===== config.mk =====
export PLATFORM = sky130hd
export DESIGN_NAME = binary_to_bcd_converter
export DESIGN_NICKNAME = d
export VERILOG_FILES = /design/src/rtl/binary_to_bcd_converter.sv
export SDC_FILE = /design/constraint.sdc
export NUM_CORES = 1
export LEC_CHECK = 0
export ABC_CLOCK_PERIOD_IN_PS = 1980
export BUFFER_PORTS_ARGS = -buffer_cell sky130_fd_sc_hd__buf_2
export CORE_UTILIZATION = 55
export CTS_CLUSTER_SIZE = 30
export DETAILED_ROUTE_END_ITERATION = 16
export HOLD_SLACK_MARGIN = 0.03
export PLACE_DENSITY = 0.87
export REMOVE_ABC_BUFFERS = 1
export SETUP_SLACK_MARGIN = 0.3
export SLEW_MARGIN = 20
export SYNTH_ARGS = -nofsm -noshare
export SYNTH_HDL_FRONTEND = slang
export SYNTH_SLANG_ARGS = --single-unit

===== constraint.sdc =====
create_clock -name clk -period 1.98 [get_ports clk]
set_clock_uncertainty 0.05 [all_clocks]
set_input_delay 0 -clock clk [delete_from_list [all_inputs] [get_ports clk]]
set_output_delay 0 -clock clk [all_outputs]
set_load 0.02 [all_outputs]

===== src/rtl/binary_to_bcd_converter.sv =====
// Sequential double-dabble binary-to-BCD converter feeding a 3-digit display.
// Digit outputs update only at the end of a conversion and saturate to 999 above range.

module bcd_add3 (
  input  logic [3:0] d,
  output logic [3:0] q
);
  assign q = (d >= 4'd5) ? d + 4'd3 : d;
endmodule

module binary_to_bcd_converter #(
  parameter int BINARY_WIDTH = 10
) (
  input  logic                    clk,
  input  logic                    reset_n,
  input  logic                    start,
  input  logic [BINARY_WIDTH-1:0] binary_in,
  output logic                    busy,
  output logic                    done,
  output logic                    overflow,
  output logic [3:0]              led1_display_value,
  output logic [3:0]              led2_display_value,
  output logic [3:0]              led3_display_value
);
  localparam int NUM_DIG = 3;
  localparam int EXT_W   = (BINARY_WIDTH > 10) ? BINARY_WIDTH : 10;

  typedef enum logic [1:0] {IDLE, SHIFT, FINISH} state_t;

  state_t                        state_q, state_d;
  logic [BINARY_WIDTH-1:0]       shift_q, shift_d;
  logic [NUM_DIG-1:0][3:0]       scratch_q, scratch_d;
  logic [NUM_DIG-1:0][3:0]       adj;
  logic [NUM_DIG-1:0][3:0]       dig_q, dig_d;
  logic [4:0]                    cnt_q, cnt_d;
  logic                          ovf_pend_q, ovf_pend_d;
  logic                          busy_q, busy_d;
  logic                          done_q, done_d;
  logic                          ovf_q, ovf_d;
  logic [EXT_W-1:0]              bin_ext;

  // Widened so the >999 compare is width-clean and constant-false for narrow builds.
  assign bin_ext = EXT_W'(binary_in);

  for (genvar g = 0; g < NUM_DIG; g++) begin : g_dig
    bcd_add3 u_add3 (.d(scratch_q[g]), .q(adj[g]));
  end

  always_comb begin
    state_d    = state_q;
    shift_d    = shift_q;
    scratch_d  = scratch_q;
    dig_d      = dig_q;
    cnt_d      = cnt_q;
    ovf_pend_d = ovf_pend_q;
    busy_d     = busy_q;
    done_d     = 1'b0;
    ovf_d      = ovf_q;
    case (state_q)
      IDLE: begin
        if (start) begin
          state_d    = SHIFT;
          shift_d    = binary_in;
          scratch_d  = '0;
          cnt_d      = '0;
          ovf_pend_d = (bin_ext > EXT_W'(999));
          busy_d     = 1'b1;
        end
      end
      SHIFT: begin
        // Carry out of the hundreds digit is dropped; saturation covers those values.
        scratch_d = {adj[2][2:0], adj[1], adj[0], shift_q[BINARY_WIDTH-1]};
        shift_d   = {shift_q[BINARY_WIDTH-2:0], 1'b0};
        cnt_d     = cnt_q + 5'd1;
        if (cnt_q == 5'(BINARY_WIDTH - 1)) state_d = FINISH;
      end
      FINISH: begin
        if (ovf_pend_q) begin
          dig_d = {4'd9, 4'd9, 4'd9};
          ovf_d = 1'b1;
        end else begin
          dig_d = scratch_q;
          ovf_d = 1'b0;
        end
        done_d  = 1'b1;
        busy_d  = 1'b0;
        state_d = IDLE;
      end
      default: state_d = IDLE;
    endcase
  end

  always_ff @(posedge clk or negedge reset_n) begin
    if (!reset_n) begin
      state_q    <= IDLE;
      shift_q    <= '0;
      scratch_q  <= '0;
      dig_q      <= '0;
      cnt_q      <= '0;
      ovf_pend_q <= 1'b0;
      busy_q     <= 1'b0;
      done_q     <= 1'b0;
      ovf_q      <= 1'b0;
    end else begin
      state_q    <= state_d;
      shift_q    <= shift_d;
      scratch_q  <= scratch_d;
      dig_q      <= dig_d;
      cnt_q      <= cnt_d;
      ovf_pend_q <= ovf_pend_d;
      busy_q     <= busy_d;
      done_q     <= done_d;
      ovf_q      <= ovf_d;
    end
  end

  assign busy               = busy_q;
  assign done               = done_q;
  assign overflow           = ovf_q;
  assign led1_display_value = dig_q[2];
  assign led2_display_value = dig_q[1];
  assign led3_display_value = dig_q[0];
endmodule


==> flow_summary.html <==
<table>
<tr><th>Metric</th><th>Value</th></tr>
<tr><th colspan="2">Status</th></tr>
<tr><td>Result of the run</td><td>complete, no violations</td></tr>
<tr><th colspan="2">Synth</th></tr>
<tr><td>Distinct cells, synth</td><td>32</td></tr>
<tr><td>Post-Synthesis Cell Area</td><td>approximately 2200 µm²</td></tr>
<tr><td>Most numerous cell in the Yosys netlist</td><td>sky130_fd_sc_hd__dfrtp_1</td></tr>
<tr><td>Area leader, netlist</td><td>sky130_fd_sc_hd__dfrtp_1</td></tr>
<tr><td>Dominant register cell in the synthesized netlist</td><td>sky130_fd_sc_hd__dfrtp_1</td></tr>
<tr><td>Number of warning messages in the yosys log</td><td>0</td></tr>
<tr><td>Asr flop ratio synth</td><td>100%</td></tr>
<tr><td>Per-instance average area after synthesis</td><td>~9.8 µm²</td></tr>
<tr><td>Fraction of the yosys area taken by sequential cells</td><td>between 50% and 60%</td></tr>
<tr><td>Share of Yosys cell area claimed by the top area cell type</td><td>a little over half</td></tr>
<tr><td>Synth Register Bits</td><td>45</td></tr>
<tr><td>Leading post-synthesis cells by cell area</td><td>sky130_fd_sc_hd__dfrtp_1 52%, sky130_fd_sc_hd__o21ai_1 7.2%, sky130_fd_sc_hd__nand2_1 4.9%</td></tr>
<tr><td>Number of enable flip-flop cells after synthesis</td><td>0</td></tr>
<tr><td>Cell types with the highest counts after synthesis</td><td>45 x sky130_fd_sc_hd__dfrtp_1, 31 x sky130_fd_sc_hd__o21ai_1, 28 x sky130_fd_sc_hd__nand2_1, 13 x sky130_fd_sc_hd__a21oi_1, 12 x sky130_fd_sc_hd__nor2b_1</td></tr>
<tr><td>Cell count after synthesis</td><td>around 220</td></tr>
<tr><th colspan="2">Clock tree</th></tr>
<tr><td>Max H-tree Level</td><td>2</td></tr>
<tr><td>Skew-Pair Late Insertion Delay</td><td>around 300 ps</td></tr>
<tr><td>CTS clk-pin slew, worst paths</td><td>roughly 80 ps</td></tr>
<tr><td>Max Root-Sink Buffers</td><td>2</td></tr>
<tr><td>Post-CTS repair timing setup buffer count</td><td>0</td></tr>
<tr><td>Number of buffers added by the clock tree synthesis step</td><td>5</td></tr>
<tr><td>CTS tree</td><td>yes</td></tr>
<tr><td>Clock sink count</td><td>45</td></tr>
<tr><td>Cell chosen for the clock root</td><td>sky130_fd_sc_hd__clkbuf_8</td></tr>
<tr><th colspan="2">STA</th></tr>
<tr><td>Final Critical Period</td><td>approximately 1600 ps</td></tr>
<tr><td>Number of endpoints failing setup at the final stage</td><td>0</td></tr>
<tr><td>Hold violation count in the final report</td><td>0</td></tr>
<tr><td>Max-slew violation total from the final report</td><td>0</td></tr>
<tr><td>Share of the clock period used by the worst path after layout</td><td>78.4%</td></tr>
<tr><td>Accumulated negative setup slack</td><td>0 ps</td></tr>
<tr><td>Max Clock Freq</td><td>between 0.6 and 0.7 GHz</td></tr>
<tr><td>Measured slew at the worst slew-check pin</td><td>about 440 ps</td></tr>
<tr><td>Relative max-transition margin</td><td>70.3%</td></tr>
<tr><td>Setup repair after global routing missed its margin</td><td>no</td></tr>
<tr><th colspan="2">Power and ir drop</th></tr>
<tr><td>Switching portion of total power</td><td>approximately two fifths</td></tr>
<tr><td>P per Cell Area</td><td>about 1400 nW/µm²</td></tr>
<tr><td>Net Sw Power</td><td>roughly 1.4 mW</td></tr>
<tr><td>Proportion of power drawn by combinational gates</td><td>roughly two fifths</td></tr>
<tr><td>Worst voltage drop across the vdd grid</td><td>a little under 600 µV</td></tr>
<tr><td>Part of the power in the clock network</td><td>between 10% and 20%</td></tr>
<tr><td>Proportion of power drawn by flip-flops and latches</td><td>a little over two fifths</td></tr>
<tr><td>Static leakage power</td><td>approximately 1.2 nW</td></tr>
<tr><td>Cell Int Power</td><td>between 2 and 2.5 mW</td></tr>
<tr><th colspan="2">GRT</th></tr>
<tr><td>Maximum number of pins on one net before global-route repair</td><td>27</td></tr>
<tr><td>Aggregate global routing overflow</td><td>0</td></tr>
<tr><td>Aggregate global-route resource usage</td><td>around 25%</td></tr>
<tr><td>Vias in the first global route</td><td>1,615</td></tr>
<tr><td>Initial antenna violation count</td><td>0</td></tr>
<tr><td>Wire length of the first global-routing pass</td><td>~7.7 mm</td></tr>
<tr><th colspan="2">Floorplan</th></tr>
<tr><td>Die Span Y</td><td>about 65 µm</td></tr>
<tr><td>Width of the die</td><td>about 65 µm</td></tr>
<tr><td>Full die area</td><td>4180 µm²</td></tr>
<tr><td>Core region area</td><td>3720 µm²</td></tr>
<tr><td>Number of top-level pins</td><td>28</td></tr>
<tr><td>Placement row count</td><td>22</td></tr>
<tr><td>Starting utilization of the core area</td><td>58.0%</td></tr>
<tr><th colspan="2">Setup path</th></tr>
<tr><td>Largest delay contributor family on the critical path</td><td>flip-flops</td></tr>
<tr><td>Slowest Stage Delay on Critical Path</td><td>between 400 and 500 ps</td></tr>
<tr><td>Count of buffering cells on the critical path with inverters included</td><td>1</td></tr>
<tr><td>CP required</td><td>about 2100 ps</td></tr>
<tr><td>Startpoint types</td><td>flip-flop</td></tr>
<tr><td>Crit path from</td><td>scratch_q[4]</td></tr>
<tr><td>Standard cell with the maximum stage delay on the critical path</td><td>sky130_fd_sc_hd__dfrtp_1</td></tr>
<tr><td>Worst-path fanout max</td><td>5</td></tr>
<tr><td>Worst R2R Start</td><td>scratch_q[4]</td></tr>
<tr><td>Category of the worst setup path capture point</td><td>flip-flop</td></tr>
<tr><td>Category of the critical setup timing path</td><td>flip-flop to flip-flop</td></tr>
<tr><td>Arrival time of data at the critical path endpoint</td><td>approximately 1700 ps</td></tr>
<tr><td>Critical path, cell by cell</td><td>inv_1 &gt; ha_1 &gt; nand2b_1 &gt; a21oi_1 &gt; xnor2_1 &gt; o21ai_1</td></tr>
<tr><th colspan="2">Route</th></tr>
<tr><td>Routed wire per std cell</td><td>14.4 µm</td></tr>
<tr><td>Via count of the routed design</td><td>roughly 1.7k</td></tr>
<tr><td>First-pass iteration count of the detailed router</td><td>4</td></tr>
<tr><td>Iteration-0 DRC Markers</td><td>between 100 and 150</td></tr>
<tr><td>DR DRC count</td><td>0</td></tr>
<tr><td>Final ANT Viol Nets</td><td>0</td></tr>
<tr><td>Aggregate routed wire length</td><td>around 4.5 mm</td></tr>
<tr><td>DR vias/cell</td><td>between 5 and 6</td></tr>
<tr><th colspan="2">Cells and area</th></tr>
<tr><td>Number of filler instances in the final layout</td><td>~300</td></tr>
<tr><td>Area occupied by multi-input gates</td><td>about 900 µm²</td></tr>
<tr><td>Layout Area Growth over Synthesis</td><td>18.8%</td></tr>
<tr><td>Fraction of layout instances using a drive strength above 1</td><td>roughly 18%</td></tr>
<tr><td>NumNets Final</td><td>284</td></tr>
<tr><td>Area of all placed cells without fillers</td><td>roughly 2600 µm²</td></tr>
<tr><td>Diode count</td><td>0</td></tr>
<tr><td>Storage element area</td><td>about 1100 µm²</td></tr>
<tr><th colspan="2">Hold path</th></tr>
<tr><td>Class of the tightest hold or removal check</td><td>input port to asynchronous set/reset pin</td></tr>
<tr><th colspan="2">Placed design</th></tr>
<tr><td>Count of buffers from port buffering</td><td>27</td></tr>
<tr><td>Cell Area, Placed</td><td>approximately 2300 µm²</td></tr>
<tr><td>Final HPWL from detailed placement</td><td>between 2 and 3 mm</td></tr>
<tr><td>Final RePlAce weighted congestion</td><td>0.877</td></tr>
<tr><th colspan="2">Flow run</th></tr>
<tr><td>Max cap viols</td><td>0</td></tr>
</table>
## placed cells by master, fill, tap and decap left out, drive strengths merged
cell and count:
a221o 1, xor2 1, dlygate4sd3 12, o311ai 2
nor2b 12, clkbuf 7, a32o 1, nand4bb 1
buf 35, ha 8, a21oi 13, nand2b 9
xnor2 3, nor3 3, nand4 3, mux2 1
o21bai 1, nand2 28, clkinv 1, inv 9
o21ai 34, nor3b 1, o31ai 5, nor2 11
a22oi 9, a22o 1, dfrtp 45, a21o 1
nand3 6
## timing repair
| action | CTS | global route |
|---|---|---|
| hold buffers | 12 | 0 |
| gates resized for setup | 0 | 1 |
| hold endpoints to repair | 56 | 0 |
| endpoints found under the setup margin | 0 | 1 |
## state kept, by name, indices dropped and copies added (netlist names), 2 cells and up
signal and count:
led1_display_value 4, shift_q 10, scratch_q 12, cnt_q 5
led3_display_value 4, state_q 2, led2_display_value 4
## power groups by stage
stage / logic (mW) / clock network (mW) / registers [mW]
after CTS: 1.41 / 0.637 / 1.52
after global placement: 1.33 / 0 / 1.52
after floorplan: 0.864 / 0 / 1.61
after global routing: 1.60 / 0.679 / 1.57
after detailed placement: 1.39 / 0 / 1.53
final: 1.41 / 0.620 / 1.52
## worst reg2reg max path, delay by kind of cell, from the launching register on
family,cells,cell delay [ps]
buffers and inverters,1,110
AO/OA/AOI/OAI,2,410
XOR/XNOR,1,180
flip-flops,1,430
adder cells (fa/ha/maj),1,200
AND/OR/NAND/NOR,1,60
## per-stage QoR
stage	power (mW)	hold slack, ps	utilization, %	std cells	setup slack [ps]
after floorplan	2.47	-346	-	209	178
after global placement	2.84	-145	62.9	292	497
after detailed placement	2.92	-137	62.9	292	382
after CTS	3.56	66.3	68.9	312	387
after global routing	3.85	81.0	69.0	312	327
final	3.55	65.5	69.0	312	428
## cells by family (layout without fill, tap and decap cells)
group / Yosys count / count (layout) / synth area share, %
flops: 45 / 45 / 52.2
fa+ha+maj: 8 / 8 / 4.64
xor+xnor: 4 / 4 / 1.62
mux: 1 / 1 / 0.522
buf+inv: 21 / 64 / 5.05
simple gates: 74 / 74 / 16.8
compound gates: 68 / 68 / 19.1
## final timing paths
| path | cells after the start | endpoint | slack (ps) |
|---|---|---|---|
| min in group clk | 4 | shift_q[8] | 130 |
| min | 2 | led1_display_value[3] | 70 |
| min reg2reg | 1 | cnt_q[4] | 430 |
| max reg2reg | 6 | scratch_q[5] | 430 |
| max | 6 | scratch_q[5] | 430 |
| max in group asynchronous | 3 | cnt_q[4] | 1270 |
## routing by layer
metal | share of wire, % | up-vias | global-route usage [%]
met3 | 4.3 | 10 | 4.93
met2 | 48 | 50 | 38.4
met5 | 0 | - | 0
met4 | 2.3 | 0 | 12.5
met1 | 45 | 815 | 33.4
li1 | - | 845 | -
## layout make-up
type | instances | area share, %
Multi-Input combinational cell | 155 | 36.1
Sequential cell | 45 | 43.9
Clock inverter | 1 | 0.195
Inverter | 9 | 1.32
Timing Repair Buffer | 47 | 12.3
Tap cell | 48 | 2.34
Clock buffer | 7 | 3.76
(Power assumes the default switching activity.)
